$ cat src/rtl/piezo_sound_sequencer.sv
// Game audio back-end: arbitrates game events into one square-wave piezo drive,
// playing single tones or short constant melodies split into fixed-length note slots.
module piezo_sound_sequencer #(
  parameter int CLK_HZ   = 50_000_000,
  parameter int NOTE_MS  = 125,
  parameter int CLICK_MS = 20
) (
  input  logic       clk,
  input  logic       rst_n,
  input  logic       key_click,
  input  logic       phase_clear,
  input  logic       warn_in,
  input  logic       game_clear,
  input  logic       game_over,
  output logic       piezo_out,
  output logic       busy,
  output logic       melody_done,
  output logic [2:0] dbg_state
);

  localparam int          NOTE_CYC   = (CLK_HZ / 1000) * NOTE_MS;
  localparam int          CLICK_CYC  = (CLK_HZ / 1000) * CLICK_MS;
  localparam logic [31:0] NOTE_LAST  = 32'(NOTE_CYC - 1);
  localparam logic [31:0] CLICK_LAST = 32'(CLICK_CYC - 1);

  localparam logic [23:0] H_CLICK = 24'(CLK_HZ / (2 * 4000));
  localparam logic [23:0] H_WARN  = 24'(CLK_HZ / (2 * 2000));
  localparam logic [23:0] H_A3    = 24'(CLK_HZ / (2 * 220));
  localparam logic [23:0] H_A4    = 24'(CLK_HZ / (2 * 440));
  localparam logic [23:0] H_C5    = 24'(CLK_HZ / (2 * 523));
  localparam logic [23:0] H_E5    = 24'(CLK_HZ / (2 * 659));
  localparam logic [23:0] H_G5    = 24'(CLK_HZ / (2 * 784));
  localparam logic [23:0] H_C6    = 24'(CLK_HZ / (2 * 1047));

  typedef enum logic [2:0] {
    S_IDLE    = 3'd0,
    S_CLICK   = 3'd1,
    S_JINGLE  = 3'd2,
    S_WARN    = 3'd3,
    S_FANFARE = 3'd4,
    S_DIRGE   = 3'd5,
    S_HOLD    = 3'd6
  } state_t;

  state_t      r_state;
  logic [2:0]  r_slot;
  logic [31:0] r_dur;
  logic [23:0] r_div;
  logic        r_piezo;
  logic        r_busy;
  logic        r_done;
  logic        r_clear_d;
  logic        r_over_d;
  logic        r_hold_over;

  logic        w_over_rise;
  logic        w_clear_rise;
  state_t      w_req_state;
  logic [2:0]  w_req_pri;
  logic [2:0]  w_cur_pri;
  logic        w_take;
  logic [23:0] w_half;
  logic [2:0]  w_last_slot;
  logic [23:0] w_div_next;
  logic        w_piezo_next;

  assign w_over_rise  = game_over & ~r_over_d;
  assign w_clear_rise = game_clear & ~r_clear_d;

  always_comb begin
    w_req_state = S_IDLE;
    w_req_pri   = 3'd0;
    if (w_over_rise) begin
      w_req_state = S_DIRGE;   w_req_pri = 3'd5;
    end else if (w_clear_rise) begin
      w_req_state = S_FANFARE; w_req_pri = 3'd4;
    end else if (warn_in) begin
      w_req_state = S_WARN;    w_req_pri = 3'd3;
    end else if (phase_clear) begin
      w_req_state = S_JINGLE;  w_req_pri = 3'd2;
    end else if (key_click) begin
      w_req_state = S_CLICK;   w_req_pri = 3'd1;
    end
  end

  // HOLD keeps the rank of the melody that led into it.
  always_comb begin
    w_cur_pri = 3'd0;
    case (r_state)
      S_CLICK:   w_cur_pri = 3'd1;
      S_JINGLE:  w_cur_pri = 3'd2;
      S_WARN:    w_cur_pri = 3'd3;
      S_FANFARE: w_cur_pri = 3'd4;
      S_DIRGE:   w_cur_pri = 3'd5;
      S_HOLD:    w_cur_pri = r_hold_over ? 3'd5 : 3'd4;
      default:   w_cur_pri = 3'd0;
    endcase
  end

  // A held warning must not restart its own tone every cycle.
  assign w_take = (w_req_pri != 3'd0) &&
                  ((w_req_pri > w_cur_pri) ||
                   ((w_req_pri == w_cur_pri) && (w_req_state != S_WARN)));

  always_comb begin
    w_half      = 24'd0;
    w_last_slot = 3'd0;
    case (r_state)
      S_CLICK: w_half = H_CLICK;
      S_WARN:  w_half = H_WARN;
      S_JINGLE: begin
        w_last_slot = 3'd1;
        w_half      = (r_slot == 3'd0) ? H_E5 : H_G5;
      end
      S_FANFARE: begin
        w_last_slot = 3'd4;
        case (r_slot)
          3'd0:    w_half = H_C5;
          3'd1:    w_half = H_E5;
          3'd2:    w_half = H_G5;
          default: w_half = H_C6;
        endcase
      end
      S_DIRGE: begin
        w_last_slot = 3'd3;
        case (r_slot)
          3'd0:    w_half = H_A4;
          3'd1:    w_half = 24'd0;
          default: w_half = H_A3;
        endcase
      end
      default: w_half = 24'd0;
    endcase
  end

  // A zero half-period means rest: output pinned low.
  always_comb begin
    w_div_next   = 24'd0;
    w_piezo_next = 1'b0;
    if (w_half != 24'd0) begin
      if (r_div == w_half - 24'd1) begin
        w_piezo_next = ~r_piezo;
      end else begin
        w_div_next   = r_div + 24'd1;
        w_piezo_next = r_piezo;
      end
    end
  end

  always_ff @(posedge clk or negedge rst_n) begin
    if (!rst_n) begin
      r_state     <= S_IDLE;
      r_slot      <= 3'd0;
      r_dur       <= 32'd0;
      r_div       <= 24'd0;
      r_piezo     <= 1'b0;
      r_busy      <= 1'b0;
      r_done      <= 1'b0;
      r_clear_d   <= 1'b0;
      r_over_d    <= 1'b0;
      r_hold_over <= 1'b0;
    end else begin
      r_clear_d <= game_clear;
      r_over_d  <= game_over;
      r_done    <= 1'b0;
      r_div     <= w_div_next;
      r_piezo   <= w_piezo_next;
      r_dur     <= r_dur + 32'd1;
      if (w_take) begin
        r_state <= w_req_state;
        r_slot  <= 3'd0;
        r_dur   <= 32'd0;
        r_div   <= 24'd0;
        r_piezo <= 1'b0;
        r_busy  <= 1'b1;
      end else begin
        case (r_state)
          S_IDLE: r_dur <= 32'd0;
          S_CLICK: begin
            if (r_dur == CLICK_LAST) begin
              r_state <= S_IDLE;
              r_busy  <= 1'b0;
              r_dur   <= 32'd0;
              r_div   <= 24'd0;
              r_piezo <= 1'b0;
            end
          end
          S_WARN: begin
            r_dur <= 32'd0;
            if (!warn_in) begin
              r_state <= S_IDLE;
              r_busy  <= 1'b0;
              r_div   <= 24'd0;
              r_piezo <= 1'b0;
            end
          end
          S_JINGLE, S_FANFARE, S_DIRGE: begin
            if (r_dur == NOTE_LAST) begin
              r_dur   <= 32'd0;
              r_div   <= 24'd0;
              r_piezo <= 1'b0;
              if (r_slot == w_last_slot) begin
                r_slot <= 3'd0;
                r_busy <= 1'b0;
                if (r_state == S_JINGLE) begin
                  r_state <= S_IDLE;
                end else begin
                  r_state     <= S_HOLD;
                  r_done      <= 1'b1;
                  r_hold_over <= (r_state == S_DIRGE);
                end
              end else begin
                r_slot <= r_slot + 3'd1;
              end
            end
          end
          S_HOLD: begin
            r_dur <= 32'd0;
            if (r_hold_over ? !game_over : !game_clear) r_state <= S_IDLE;
          end
          default: begin
            r_state <= S_IDLE;
            r_busy  <= 1'b0;
          end
        endcase
      end
    end
  end

  assign piezo_out   = r_piezo;
  assign busy        = r_busy;
  assign melody_done = r_done;
  assign dbg_state   = r_state;

endmodule

$ cat config.mk
export PLATFORM = sky130hd
export DESIGN_NAME = piezo_sound_sequencer
export DESIGN_NICKNAME = d
export VERILOG_FILES = /design/src/rtl/piezo_sound_sequencer.sv
export SDC_FILE = /design/constraint.sdc
export NUM_CORES = 1
export LEC_CHECK = 0
export CAP_MARGIN = 20
export CORE_MARGIN = 3
export CORE_UTILIZATION = 30
export CTS_CLUSTER_DIAMETER = 150
export DETAILED_ROUTE_END_ITERATION = 16
export MAX_ROUTING_LAYER = met4
export PLACE_DENSITY = 0.42
export SLEW_MARGIN = 20
export SYNTH_ARGS = -nofsm -noshare
export SYNTH_HDL_FRONTEND = slang
export SYNTH_SLANG_ARGS = --single-unit
export TNS_END_PERCENT = 5
$ cat constraint.sdc
create_clock -name clk -period 4.5 [get_ports clk]
set_clock_uncertainty 0.15 [all_clocks]
set_input_delay 0.9 -clock clk [delete_from_list [all_inputs] [get_ports clk]]
set_output_delay 0.9 -clock clk [all_outputs]
set_load 0.05 [all_outputs]
==> results.ini <==
[outcome]
outcome=finished, final reports clean

[power]
peakVddDrop_mv=0.220
switching_power_mw=1.46
combPwrFrac_pct=56.5
p_leak_nw=2.14
swShare_pct=46.6
internal-power_mw=1.68
clkPwrFrac_pct=20.6
seqPwrFrac_pct=22.9
powerDensity_mw_per_mm2=586

[yosys]
synth_top_flop_cell=dfrtp_1
synth_nets=580
ys_async_sr_fraction_pct=100
synthCells=560
yosys_warnings=0
synth_edf_count=0
syn_area_mm2=0.00469
seq_area_frac_synth_pct=36.2
ys_ff_latch=68
avgSynthCellArea_um2=8.38
yosysUniqueCellTypes=62

[drt]
ant_nets=0
dr.pass1.iters=5
drc_errors=0
routed_wl_um=12300
drt_iter0_drc=334
wl_per_cell_um=15.5
via_count=4004
vias_per_cell=5.06

[floorplanning]
core_area_mm2=0.0153
rows=45
io_pins=13
die_height_um=131
die_x_um=131
start_util_pct=30.8
dieArea_mm2=0.0172

[placed_design]
port_buffers=12
placed_area_mm2=0.00509
gp_congestion=0.944
dp_hpwl_um=8800

[timing]
fin_crit_ps=4080
post-route-period-util_pct=90.6
maxSlewViolCount=0
max_slew.worst_pin.slew_ps=908
max_freq_mhz=245
final-setup-viol-count=0
finalHoldViolCount=0
rsz0062_at_grt=false
slew_headroom_pct=39.4
tns_ps=0

[cts]
h-tree-depth=3
clk_pin_slew_ps=60
insertion_delay_ps=340
cts.sinks=68
clock_path_buffers=2
cts_root_buffer=clkbuf_16
numCtsBuffers=9
holdBufCountCts=0
cts_tree=done

[setup_path]
crit_path_top_delay_cell=or4_1
critPathMaxFanout=24
worstSetupPathType=flop to flop
required_ps=4560
critPathArrivalTime_ps=4140
critPathLaunchType=flop
crit_buf_inv=2
crit_path_max_incr_delay_ps=530
crit_top_cell=ha_1
path_delay_family=simple AND/OR/NAND/NOR gates
path_cells=inv_1 -> ha_1 -> nor3_1 -> o21ai_1 -> nand3_1 -> nand2_1 -> ha_1 -> xor2_1 -> nor4_1 -> a31oi_1 -> a2bb2oi_1 -> or4_1 -> o21ai_2 -> buf_4 -> nor2_1
end_kind=flop

[run]
maxCapViolCount=0

[layout]
stdcell_area_mm2=0.00537
nNetsFinal=596
area_growth_pct=14.3
diodes=0
finish.utilization_pct=35.2
drive_above_1_share_pct=7.40

[grt]
grt_overflow=0
grt_pass1_wl_um=20400
grt_pass1_vias=3805
antenna_found_initial=0
grt_max_degree=69
globalRouteTotalUtil_pct=15.7

[hold_path]
hold_class=flop to flop

[cells in the final DEF, fill, tap and decap left out, drive strengths merged, types with 4 or more instances in the layout]
master and instances:
nor4 6, nor2b 8, o21ai 20, and3 19, buf 16, o22ai 5, nor2 89, clkdlybuf4s50 11
ha 13, nor3 16, nand2b 8, a21oi 20, dfrtp 68, xnor2 31, xor2 36, nand4 9
o211ai 5, and2 4, or4 4, or3 7, a31oi 5, nand2 55, clkinv 4, clkbuf 11
nand3 27, mux2i 6, inv 22, a21o 4
[final timing paths]
path / startpoint / end / slack, ps / cells after the start
setup reg to reg: r_slot[1] / r_div[23] / 420 / 15
hold reg to reg: r_dur[0] / r_dur[0] / 330 / 1
max in group asynchronous: rst_n / busy / 3060 / 1
setup / recovery: r_slot[1] / r_div[23] / 420 / 15
min in group asynchronous: rst_n / r_div[6] / 510 / 1
hold / removal: r_dur[0] / r_dur[0] / 330 / 1
[power groups by stage]
stage	registers (mW)	clock network (mW)	logic, mW
global placement	0.730	0	1.77
global route	0.727	0.705	1.96
detailed placement	0.730	0	1.77
finish	0.719	0.648	1.78
CTS	0.719	0.678	1.78
floorplan	0.754	0	1.24
[flip-flops by register name, summed over array words and instances, names as in the netlist]
signal       count
busy             1
dbg_state        3
melody_done      1
piezo_out        1
r_clear_d        1
r_div           24
r_dur           32
r_hold_over      1
r_over_d         1
r_slot           3
[area by class of cell]
class | count | area (um2)
clock buffer | 11 | 233
tap | 211 | 264
sequential | 68 | 1700
inverter | 22 | 82.6
timing repair buffer | 27 | 230
clock inverter | 5 | 38.8
multi-input combinational | 448 | 2820
fill | 1621 | 9890
[metrics by stage]
stage / worst slack, ps / hold slack [ps] / total power, mW / cells
floorplan: 687 / 305 / 1.99 / 560
global placement: 464 / 313 / 2.50 / 776
detailed placement: 355 / 322 / 2.50 / 776
CTS: 330 / 330 / 3.18 / 792
global route: 75.5 / 349 / 3.39 / 792
finish: 422 / 329 / 3.14 / 792
[synthesized netlist by cell type (all sizes together), types with 3 or more instances]
cell type | count | area (um2)
nor2 | 89 | 337
dfrtp | 68 | 1700
nand2 | 55 | 206
xor2 | 36 | 315
xnor2 | 31 | 272
nand3 | 27 | 135
inv | 22 | 82.6
a21oi | 20 | 100
o21ai | 20 | 104
and3 | 19 | 119
nor3 | 16 | 80.1
clkbuf | 13 | 48.8
ha | 13 | 163
buf | 9 | 66.3
nand4 | 9 | 56.3
nand2b | 8 | 50.1
nor2b | 8 | 50.1
or3 | 7 | 43.8
mux2i | 6 | 60.1
nor4 | 6 | 37.5
a31oi | 5 | 31.3
o211ai | 5 | 37.5
o22ai | 5 | 31.3
a21o | 4 | 30.0
and2 | 4 | 25.0
or4 | 4 | 30.0
a211oi | 3 | 22.5
a21boi | 3 | 22.5
and4 | 3 | 26.3
mux2 | 3 | 33.8
nor3b | 3 | 27.5
nor4bb | 3 | 30.0
o2111ai | 3 | 26.3
o221ai | 3 | 26.3
o311ai | 3 | 43.8
[what timing repair did]
action                     CTS  global route
gates resized for setup      0             1
buffers inserted             0             0
setup endpoints to repair    0            25
[cell families after synthesis]
logic type,after synthesis,synth area share (%)
buf+inv,44,4.21
fa+ha+maj,13,3.46
mux,9,2.00
xor+xnor,67,12.5
compound gates,91,13.5
simple gates,268,28.1
flops,68,36.2
[per-layer routing]
layer,up-vias,global-route usage [%],share of wire (%)
met5,-,-,0
met2,68,22.0,43
met1,1935,22.7,52
met4,0,5.44,1.6
li1,1988,-,-
met3,13,2.63,3.0
(Power assumes the default switching activity.)
==> variant: new RTL, same settings <==
Reset style: synchronous (`rst_n`), changed in one clocked block.
--- a/src/rtl/piezo_sound_sequencer.sv
+++ b/src/rtl/piezo_sound_sequencer.sv
@@ -147,7 +147,7 @@
     end
   end
 
-  always_ff @(posedge clk or negedge rst_n) begin
+  always_ff @(posedge clk) begin
     if (!rst_n) begin
       r_state     <= S_IDLE;
       r_slot      <= 3'd0;
Check against the original RTL: differs if rst_n is asserted again (counterexample within 4 cycles, from zero or initial values and one cycle with rst_n low); with rst_n held inactive, the same outputs for 10 cycles.
==> variant against the unedited design <==
- final cell count is 5.1% lower
- synthesized area down 4.8%
- design area decreased by 4.5%
- sequential cell count stayed put
- routed wire length decreased by 5.4%
- hold slack worse by 20 ps
- worst setup slack got worse by 11 ps
- power fell by 11%
- largest cell class unchanged
==> variant: results (changes against the unedited design) <==
Data buffer area share: 0.0447 (+0.00179)
Worst IR Drop VDD: 0.279 mV (+27%)
Post-Synth XOR/XNOR Area: 0.127 (+0.00238)
routed vias: 3970 (-0.85%)
post-synthesis mux area share: 0.0165 (-0.00347)
worst slack at placement: 264 ps (-91.1 ps)
share of synthesized area occupied by flip-flops and latches: 0.305 (-0.0579)
most instantiated cells after synthesis: 73 x sky130_fd_sc_hd__nor2_1, 68 x sky130_fd_sc_hd__dfxtp_1, 41 x sky130_fd_sc_hd__xor2_1, 37 x sky130_fd_sc_hd__nand2_1, 34 x sky130_fd_sc_hd__nor3_1
Slowest cell on crit path: sky130_fd_sc_hd__dfxtp_1
Synth cell types: 75 (+21%)
total met2 wirelength after detailed routing: 5.13 mm (-3.7%)
Inverters, non-clock: 18 (-18%)
synthesized area divided by synthesized cell count: 8.05 um2 (-3.9%)
data arrival time at the worst-slack endpoint: 4160 ps (+20 ps)
sum of met3 wire segment lengths after detailed routing: 344 um (-5.0%)
Switching Share: 0.422 (-0.0439)
maximum cell stage delay along the critical path: 460 ps (-70 ps)
largest delay contributor family on the critical path: compound AO/OA/AOI/OAI gates
detailed-router iteration count before antenna repair: 4 (-1)
met2 usage in global routing: 0.227 (+0.00723)
post-synthesis net count: 574 (-1.0%)
Comb pwr share: 0.486 (-0.079)
total number of nets in the final design: 586 (-1.7%)
share of final layout cell area taken by clock buffers and inverters: 0.0633 (+0.0127)
layout cell share with drive strength beyond 1: 0.0944 (+0.0204)
GP Congestion: 0.867 (-8.2%)
Pint: 1.62 mW (-3.3%)
DP HPWL: 8.66 mm (-1.6%)
result of the run: finished, final reports clean
LEAKAGE: 1.72 nW (-20%)
# placed instances: 736 (-5.2%)
Final Core Density: 0.361 (+0.00902)
remaining max-slew budget at the tightest pin: 0.322 (-0.0721)
sequential share of power: 0.240 (+0.011)
fraction of area in multi-input gates: 0.569 (+0.0444)
number of violations reported at the end of detailed-routing iteration 0: 353 (+5.7%)
global routing usage summed across all routing layers: 0.154 (-0.00280)
number of global-route vias before repair: 3871 (+1.7%)
Total Routed Length: 11.6 mm (-5.4%)
worst-case hold slack: 309 ps (-19.8 ps)
dominant cells by area after synthesis: sky130_fd_sc_hd__dfxtp_1 30%, sky130_fd_sc_hd__xor2_1 8.0%, sky130_fd_sc_hd__nor2_1 6.1%
maximum number of pins on one net before global-route repair: 33 (-52%)
adder-cell share of the synthesized area: 0.0336 (-0.00105)
final non-filler cell area: 5120 um2 (-4.5%)
## variant: cell types whose count changed after synthesis, sizes merged, moves of 9 or more
| cell | before | now |
|---|---|---|
| dfxtp | 0 | 68 |
| dfrtp | 68 | 0 |
| nor2 | 89 | 74 |
| nand2 | 55 | 39 |
| nor3 | 16 | 34 |
| nand4 | 9 | 18 |
## variant: path summary, 6_finish.rpt
kind | start | end | cells past startpoint
max | r_slot[0]$_SDFFE_PP0P_ | r_div[8]$_SDFF_PP0_ | 14
min | r_dur[0]$_SDFF_PP0_ | r_dur[0]$_SDFF_PP0_ | 1
max reg2reg | r_slot[0]$_SDFFE_PP0P_ | r_div[8]$_SDFF_PP0_ | 14
min reg2reg | r_dur[0]$_SDFF_PP0_ | r_dur[0]$_SDFF_PP0_ | 1
## variant: timing repair
action	CTS	global route
endpoints found under the setup margin	0	25
resized for setup	0	3
setup buffers	0	0
